<file path="src/rtl/wb_multi_if.sv">
// Writeback bus between the issue pipeline, the register file and the ECALL service agent.
// Lane i of every packed field sits at [i*WIDTH +: WIDTH]; lane 0 is the oldest.
interface wb_multi_if #(
   parameter int LANES   = 2,
   parameter int REGBITS = 5,
   parameter int LOGSIZE = 64,
   parameter int PCBITS  = 32
);
   logic [LANES-1:0]         in_valid;
   logic [LANES-1:0]         in_ld_or_alu;
   logic [LANES*LOGSIZE-1:0] in_lddata;
   logic [LANES*LOGSIZE-1:0] in_alures;
   logic [LANES*REGBITS-1:0] in_rd;
   logic [LANES-1:0]         in_is_ecall;
   logic [LANES*PCBITS-1:0]  in_pc;
   logic [8*LOGSIZE-1:0]     ecall_args;
   logic                     wb_flush;
   logic                     ecall_req;
   logic                     ecall_ack;
   logic [LOGSIZE-1:0]       ecall_result;
   logic [8*LOGSIZE-1:0]     ecall_arg_q;
   logic                     stall;
   logic [LANES-1:0]         wr_en;
   logic [LANES*LOGSIZE-1:0] wr_data;
   logic [LANES*REGBITS-1:0] wr_rd;
   logic                     ecall_flush;
   logic [PCBITS-1:0]        pc_after_flush;

   modport master (
      output in_valid, in_ld_or_alu, in_lddata, in_alures, in_rd, in_is_ecall, in_pc,
      output ecall_args, wb_flush, ecall_ack, ecall_result,
      input  ecall_req, ecall_arg_q, stall, wr_en, wr_data, wr_rd, ecall_flush, pc_after_flush
   );

   modport slave (
      input  in_valid, in_ld_or_alu, in_lddata, in_alures, in_rd, in_is_ecall, in_pc,
      input  ecall_args, wb_flush, ecall_ack, ecall_result,
      output ecall_req, ecall_arg_q, stall, wr_en, wr_data, wr_rd, ecall_flush, pc_after_flush
   );
endinterface

</file>
<file path="src/rtl/wb_multi.sv">
// Multi-lane writeback stage with ECALL hand-off: registered register-file writes,
// same-cycle WAW resolution, and a stall/commit sequence around each ECALL.
//
// state    | meaning
// IDLE     | normal writeback, lanes sampled every cycle
// WAIT_ACK | ECALL outstanding, pipeline stalled, waiting for service agent
// COMMIT   | one cycle: write result to a0, flush and redirect to PC+4
module wb_multi #(
   parameter int LANES   = 2,
   parameter int REGBITS = 5,
   parameter int LOGSIZE = 64,
   parameter int PCBITS  = 32
) (
   input  logic       clk,
   input  logic       rst,
   wb_multi_if.slave  bus
);

   typedef enum logic [1:0] {IDLE, WAIT_ACK, COMMIT} state_t;

   state_t state_q, state_d;

   logic [LANES-1:0]         wr_en_q, wr_en_d;
   logic [LANES*LOGSIZE-1:0] wr_data_q, wr_data_d;
   logic [LANES*REGBITS-1:0] wr_rd_q, wr_rd_d;
   logic                     ecall_req_q, ecall_req_d;
   logic                     stall_q, stall_d;
   logic                     ecall_flush_q, ecall_flush_d;
   logic [PCBITS-1:0]        pc_after_q, pc_after_d;
   logic [8*LOGSIZE-1:0]     arg_q, arg_d;
   logic [PCBITS-1:0]        ecall_pc_q, ecall_pc_d;

   logic [LANES-1:0]         ecall_lane;
   logic [LANES-1:0]         cand;
   logic [LANES-1:0]         en_calc;
   logic [LANES*LOGSIZE-1:0] data_calc;
   logic                     ecall_any;
   logic [PCBITS-1:0]        ecall_pc;

   // A lane is a write candidate unless it or an older lane is an ECALL; a candidate
   // loses to any younger candidate targeting the same register.
   always_comb begin
      ecall_lane = '0;
      cand       = '0;
      en_calc    = '0;
      data_calc  = '0;
      ecall_pc   = '0;
      ecall_any  = 1'b0;
      for (int i = 0; i < LANES; i++) begin
         ecall_lane[i] = bus.in_valid[i] & bus.in_is_ecall[i] & ~bus.wb_flush;
         if (ecall_lane[i] && !ecall_any)
            ecall_pc = bus.in_pc[i*PCBITS +: PCBITS];
         ecall_any = ecall_any | ecall_lane[i];
         cand[i]   = bus.in_valid[i] & ~bus.wb_flush & ~ecall_any
                   & (bus.in_rd[i*REGBITS +: REGBITS] != '0);
         data_calc[i*LOGSIZE +: LOGSIZE] = bus.in_ld_or_alu[i] ? bus.in_lddata[i*LOGSIZE +: LOGSIZE]
                                                               : bus.in_alures[i*LOGSIZE +: LOGSIZE];
      end
      for (int i = 0; i < LANES; i++) begin
         en_calc[i] = cand[i];
         for (int j = 0; j < LANES; j++) begin
            if (j > i && cand[j] &&
                bus.in_rd[j*REGBITS +: REGBITS] == bus.in_rd[i*REGBITS +: REGBITS])
               en_calc[i] = 1'b0;
         end
      end
   end

   always_comb begin
      state_d       = state_q;
      wr_en_d       = '0;
      wr_data_d     = wr_data_q;
      wr_rd_d       = wr_rd_q;
      ecall_req_d   = 1'b0;
      stall_d       = 1'b0;
      ecall_flush_d = 1'b0;
      pc_after_d    = pc_after_q;
      arg_d         = arg_q;
      ecall_pc_d    = ecall_pc_q;
      case (state_q)
         IDLE: begin
            wr_en_d   = en_calc;
            wr_data_d = data_calc;
            wr_rd_d   = bus.in_rd;
            if (ecall_any) begin
               state_d     = WAIT_ACK;
               arg_d       = bus.ecall_args;
               ecall_pc_d  = ecall_pc;
               ecall_req_d = 1'b1;
               stall_d     = 1'b1;
            end
         end
         WAIT_ACK: begin
            ecall_req_d = 1'b1;
            stall_d     = 1'b1;
            if (bus.ecall_ack && ecall_req_q) begin
               state_d                     = COMMIT;
               ecall_req_d                 = 1'b0;
               wr_en_d[0]                  = 1'b1;
               wr_rd_d[REGBITS-1:0]        = REGBITS'(10);
               wr_data_d[LOGSIZE-1:0]      = bus.ecall_result;
               ecall_flush_d               = 1'b1;
               pc_after_d                  = ecall_pc_q + PCBITS'(4);
            end
         end
         COMMIT: begin
            state_d = IDLE;
         end
         default: begin
            state_d = IDLE;
         end
      endcase
   end

   always_ff @(posedge clk or negedge rst) begin
      if (!rst) begin
         state_q       <= IDLE;
         wr_en_q       <= '0;
         wr_data_q     <= '0;
         wr_rd_q       <= '0;
         ecall_req_q   <= 1'b0;
         stall_q       <= 1'b0;
         ecall_flush_q <= 1'b0;
         pc_after_q    <= '0;
         arg_q         <= '0;
         ecall_pc_q    <= '0;
      end else begin
         state_q       <= state_d;
         wr_en_q       <= wr_en_d;
         wr_data_q     <= wr_data_d;
         wr_rd_q       <= wr_rd_d;
         ecall_req_q   <= ecall_req_d;
         stall_q       <= stall_d;
         ecall_flush_q <= ecall_flush_d;
         pc_after_q    <= pc_after_d;
         arg_q         <= arg_d;
         ecall_pc_q    <= ecall_pc_d;
      end
   end

   assign bus.wr_en          = wr_en_q;
   assign bus.wr_data        = wr_data_q;
   assign bus.wr_rd          = wr_rd_q;
   assign bus.ecall_req      = ecall_req_q;
   assign bus.stall          = stall_q;
   assign bus.ecall_flush    = ecall_flush_q;
   assign bus.pc_after_flush = pc_after_q;
   assign bus.ecall_arg_q    = arg_q;

endmodule

</file>
<file path="src/flat_wrapper.sv">
// flat-port wrapper written by rule: the top's interface ports become plain ports
module wb_multi_flat 
#(
   parameter int LANES   = 2,
   parameter int REGBITS = 5,
   parameter int LOGSIZE = 64,
   parameter int PCBITS  = 32
)
  (clk, rst, bus_in_valid, bus_in_ld_or_alu, bus_in_lddata, bus_in_alures, bus_in_rd, bus_in_is_ecall, bus_in_pc, bus_ecall_args, bus_wb_flush, bus_ecall_ack, bus_ecall_result, bus_ecall_req, bus_ecall_arg_q, bus_stall, bus_wr_en, bus_wr_data, bus_wr_rd, bus_ecall_flush, bus_pc_after_flush);
  wb_multi_if #(.LANES(LANES), .REGBITS(REGBITS), .LOGSIZE(LOGSIZE), .PCBITS(PCBITS)) bus_i ();
  input  logic clk;
  input  logic rst;
  input wire logic [$bits(bus_i.in_valid)-1:0] bus_in_valid;
  input wire logic [$bits(bus_i.in_ld_or_alu)-1:0] bus_in_ld_or_alu;
  input wire logic [$bits(bus_i.in_lddata)-1:0] bus_in_lddata;
  input wire logic [$bits(bus_i.in_alures)-1:0] bus_in_alures;
  input wire logic [$bits(bus_i.in_rd)-1:0] bus_in_rd;
  input wire logic [$bits(bus_i.in_is_ecall)-1:0] bus_in_is_ecall;
  input wire logic [$bits(bus_i.in_pc)-1:0] bus_in_pc;
  input wire logic [$bits(bus_i.ecall_args)-1:0] bus_ecall_args;
  input wire logic [$bits(bus_i.wb_flush)-1:0] bus_wb_flush;
  input wire logic [$bits(bus_i.ecall_ack)-1:0] bus_ecall_ack;
  input wire logic [$bits(bus_i.ecall_result)-1:0] bus_ecall_result;
  output wire logic [$bits(bus_i.ecall_req)-1:0] bus_ecall_req;
  output wire logic [$bits(bus_i.ecall_arg_q)-1:0] bus_ecall_arg_q;
  output wire logic [$bits(bus_i.stall)-1:0] bus_stall;
  output wire logic [$bits(bus_i.wr_en)-1:0] bus_wr_en;
  output wire logic [$bits(bus_i.wr_data)-1:0] bus_wr_data;
  output wire logic [$bits(bus_i.wr_rd)-1:0] bus_wr_rd;
  output wire logic [$bits(bus_i.ecall_flush)-1:0] bus_ecall_flush;
  output wire logic [$bits(bus_i.pc_after_flush)-1:0] bus_pc_after_flush;
  assign bus_i.in_valid = bus_in_valid;
  assign bus_i.in_ld_or_alu = bus_in_ld_or_alu;
  assign bus_i.in_lddata = bus_in_lddata;
  assign bus_i.in_alures = bus_in_alures;
  assign bus_i.in_rd = bus_in_rd;
  assign bus_i.in_is_ecall = bus_in_is_ecall;
  assign bus_i.in_pc = bus_in_pc;
  assign bus_i.ecall_args = bus_ecall_args;
  assign bus_i.wb_flush = bus_wb_flush;
  assign bus_i.ecall_ack = bus_ecall_ack;
  assign bus_i.ecall_result = bus_ecall_result;
  assign bus_ecall_req = bus_i.ecall_req;
  assign bus_ecall_arg_q = bus_i.ecall_arg_q;
  assign bus_stall = bus_i.stall;
  assign bus_wr_en = bus_i.wr_en;
  assign bus_wr_data = bus_i.wr_data;
  assign bus_wr_rd = bus_i.wr_rd;
  assign bus_ecall_flush = bus_i.ecall_flush;
  assign bus_pc_after_flush = bus_i.pc_after_flush;
  wb_multi #(.LANES(LANES), .REGBITS(REGBITS), .LOGSIZE(LOGSIZE), .PCBITS(PCBITS)) u_core (.clk(clk), .rst(rst), .bus(bus_i));
endmodule
</file>
<file path="config.mk">
export PLATFORM = sky130hd
export DESIGN_NAME = wb_multi_flat
export DESIGN_NICKNAME = d
export VERILOG_FILES = /design/src/rtl/wb_multi_if.sv /design/src/rtl/wb_multi.sv /design/src/flat_wrapper.sv
export SDC_FILE = /design/constraint.sdc
export NUM_CORES = 1
export LEC_CHECK = 0
export CORE_AREA = 2 2 621 623
export DETAILED_ROUTE_END_ITERATION = 16
export DIE_AREA = 0 0 623 625
export SLEW_MARGIN = 25
export SYNTH_ARGS = -nofsm -noshare
export SYNTH_HDL_FRONTEND = slang
export SYNTH_SLANG_ARGS = --single-unit
</file>
<file path="constraint.sdc">
create_clock -name clk -period 5.35 [get_ports clk]
set_clock_uncertainty 0.05 [all_clocks]
set_input_delay 0.535 -clock clk [delete_from_list [all_inputs] [get_ports clk]]
set_output_delay 0.535 -clock clk [all_outputs]
set_load 0.005 [all_outputs]
</file>
==> impl_metrics.json <==
{
  "status": "complete, no violations",
  "post-route-period-util_pct": 57.2,
  "tritoncts": "yes",
  "cp-end-kind": "flop",
  "vias_per_cell": 2.87,
  "grt.overflow.total": 0,
  "drt_iter0_markers": 1393,
  "hold_buffers": 1,
  "hold_class": "input pin to flop",
  "grt_pass1_vias": 25496,
  "met3_usage_pct": 6.59,
  "synth_area_um2": 29200,
  "cts_resized": 0,
  "initial_utilization_pct": 7.60,
  "p_comb_share_pct": 45.5,
  "dieArea_um2": 389000,
  "ys_async_sr_fraction_pct": 100,
  "r2r-end": "u_core.bus.wr_data[44]",
  "finalWeightedCongestion": 0.908,
  "swShare_pct": 38.0,
  "max_freq_mhz": 327,
  "r2r_cells": 7,
  "die_h_um": 625,
  "cp.required_ns": 6.00,
  "rsz0062_at_grt": "no",
  "setup_viol": 0,
  "grt_util_met2_pct": 26.1,
  "post-dp-hpwl_um": 267000,
  "ys.flop_type": "dfrtp_1",
  "die_w_um": 623,
  "synth_edf_count": 0,
  "r2r_slack_ns": 2.29,
  "ir_drop_v": 0.000293,
  "drive_above_1_share_pct": 19.0,
  "path_class": "flop to flop",
  "cts_max_level": 3,
  "core_um2": 384000,
  "cts_buffers": 105,
  "utilization_pct": 14.4,
  "grt_max_degree": 138,
  "ys_warn_count": 0,
  "path_max_fanout": 38,
  "portBuffers": 1602,
  "worstReg2RegStart": "u_core.state_q[0]",
  "setup_ws_ns": 2.29,
  "synth_cells": 2197,
  "firstDrtPassIters": 7,
  "grt_busiest_layer": "met2",
  "antenna_found_initial": 358,
  "timing.setup.tns_ns": 0,
  "ys_seq_area_share_pct": 61.9,
  "grt_pass1_wl_um": 357000,
  "syn_area_per_cell_um2": 13.3,
  "worst_ep_arrival_time_ns": 3.71,
  "pre_cts_slack_ns": 1.96,
  "grtUsageTotal_pct": 14.9,
  "dr_total_vias": 25813,
  "p_int_mw": 19.9,
  "hold_viol": 0,
  "ctsRootBufferMaster": "clkbuf_16",
  "synthToLayoutAreaGrowth_pct": 89.5,
  "drc_errors": 0,
  "worst_setup_path_startpoint": "u_core.state_q[0]",
  "tightest_slew_ns": 0.977,
  "critPathCapture": "u_core.bus.wr_data[44]",
  "clockBufferDepth": 4,
  "synth_cell_types": 41,
  "ios": 1603,
  "power_density_nw_per_um2": 581,
  "seqPwrFrac_pct": 31.0,
  "crit_path_start_kind": "flop",
  "drv_cap": 0,
  "timing.final.crit_period_ns": 3.06,
  "clkLatencyLatePin_ns": 0.83,
  "drt_wl_total_um": 300000,
  "p_clk_share_pct": 23.6,
  "p_leak_nw": 20.9,
  "num-nets-final": 4742,
  "post_cts_buffers": 0,
  "wl_per_cell_um": 33.3,
  "cts_sinks": 721,
  "maxSlewHeadroom_pct": 34.9,
  "clk_pin_slew_worst_paths_ns": 0.06,
  "drtAntennaViolNets": 0,
  "std_cell_rows": 228,
  "switchingPower_mw": 12.2,
  "grt_use_met1_pct": 16.6,
  "ys_ff_latch": 721,
  "slew_viol_final": 0,
  "synthesis.nets": 3114
}
-- power groups by stage --
| stage | logic [mW] | registers (mW) | clock network, mW |
|---|---|---|---|
| 2_1_floorplan | 3.63 | 9.87 | 0 |
| 3_3_place_gp | 15.1 | 9.95 | 0 |
| 3_5_place_dp | 15.1 | 10.0 | 0 |
| 4_1_cts | 15.2 | 9.97 | 7.94 |
| 5_1_grt | 15.5 | 10.3 | 8.10 |
| 6_report | 14.6 | 9.94 | 7.57 |
-- flip-flops by register name, indices dropped and copies added, names as in the netlist --
name / cells
u_core.bus.ecall_arg_q: 512
u_core.ecall_pc_q: 32
u_core.bus.ecall_flush: 1
u_core.bus.wr_data: 128
u_core.bus.pc_after_flush: 32
u_core.bus.wr_en: 2
u_core.bus.wr_rd: 10
u_core.bus.stall: 1
u_core.bus.ecall_req: 1
u_core.state_q: 2
-- metal layers --
| metal | up-vias | share of wire [%] |
|---|---|---|
| met5 | - | 0.20 |
| met1 | 12492 | 37 |
| li1 | 11022 | - |
| met2 | 1531 | 49 |
| met3 | 680 | 10 |
| met4 | 88 | 2.7 |
-- worst max-delay path, cell delays in order, from the launching register on --
cell,delay (ns)
dfrtp_1,0.47
nor2b_4,0.17
buf_4,0.26
nand3_4,0.43
inv_1,0.17
nor2_4,0.72
buf_4,0.45
o21ai_0,0.15
-- cell usage after synthesis (4+ instances only) --
master / instances / area share [%]
dfrtp_1: 721 / 62
mux2_2: 483 / 19
nand2_1: 202 / 2.6
o21ai_0: 149 / 2.6
mux2i_1: 128 / 4.4
nor2_1: 109 / 1.4
a21oi_1: 96 / 1.6
buf_2: 73 / 1.3
clkbuf_1: 54 / 0.69
a22oi_1: 33 / 0.85
mux2_1: 29 / 1.1
xnor2_1: 25 / 0.75
nand3_1: 12 / 0.21
o21ai_1: 12 / 0.21
buf_1: 9 / 0.12
inv_1: 8 / 0.10
nor3_2: 7 / 0.24
xor2_1: 7 / 0.21
buf_4: 6 / 0.15
nor3_1: 4 / 0.069
-- cell type report --
cell class              count  area [µm²]
multi-input cells        1325       10500
flip-flops and latches    721       18000
diodes                     41         103
clock buffers             138        2940
well taps                5060        6330
repair buffers           1664       16700
inverters                   8        30.0
fillers                 42850      328000
clock inverters            49         668
-- worst min-delay path by stage --
stage,end,from,slack (ns),cells after the start
after detailed placement,u_core.bus.pc_after_flush[0],u_core.ecall_pc_q[0],0.41,2
after global routing,u_core.bus.ecall_arg_q[321],bus_ecall_args[321],0.16,2
after CTS,u_core.bus.ecall_arg_q[155],bus_ecall_args[155],0.1,2
final,u_core.bus.ecall_arg_q[155],bus_ecall_args[155],0.23,2
after floorplan,u_core.bus.ecall_arg_q[0],rst,0.19,0
after global placement,u_core.bus.pc_after_flush[0],u_core.ecall_pc_q[0],0.41,2
-- cell usage in the layout (no fill, tap or decap), drive strengths merged, types with 33 or more instances in the layout --
cell	Yosys	layout
o21ai	161	161
buf	89	64
nor2	109	109
a21oi	96	96
dfrtp	721	721
clkdlybuf4s50	0	1599
clkbuf	54	138
nand2	202	202
mux2i	128	128
a22oi	33	33
diode	0	41
mux2	512	512
-- through the flow --
stage	power, mW	instance area (µm²)	hold WS [ns]	std cells
5_1_grt	34.0	55200	0.156	8974
2_1_floorplan	13.5	29200	0.189	2197
3_5_place_dp	25.2	51600	0.408	8777
3_3_place_gp	25.0	51500	0.405	8776
6_report	32.1	55300	0.226	9006
4_1_cts	33.1	55200	0.0967	8965
-- logic make-up (layout without fill, tap and decap cells) --
kind of cell,Yosys count,count (layout),synth area share (%)
multiplexers,640,640,24.2
buffers and inverters,151,1859,2.36
adder cells (fa/ha/maj),1,1,0.0429
flip-flops,721,721,61.9
XOR/XNOR,32,32,0.961
other,0,41,0
AND/OR/NAND/NOR,359,359,5.29
AO/OA/AOI/OAI,293,293,5.33
Power figures use the tool's default switching activity.
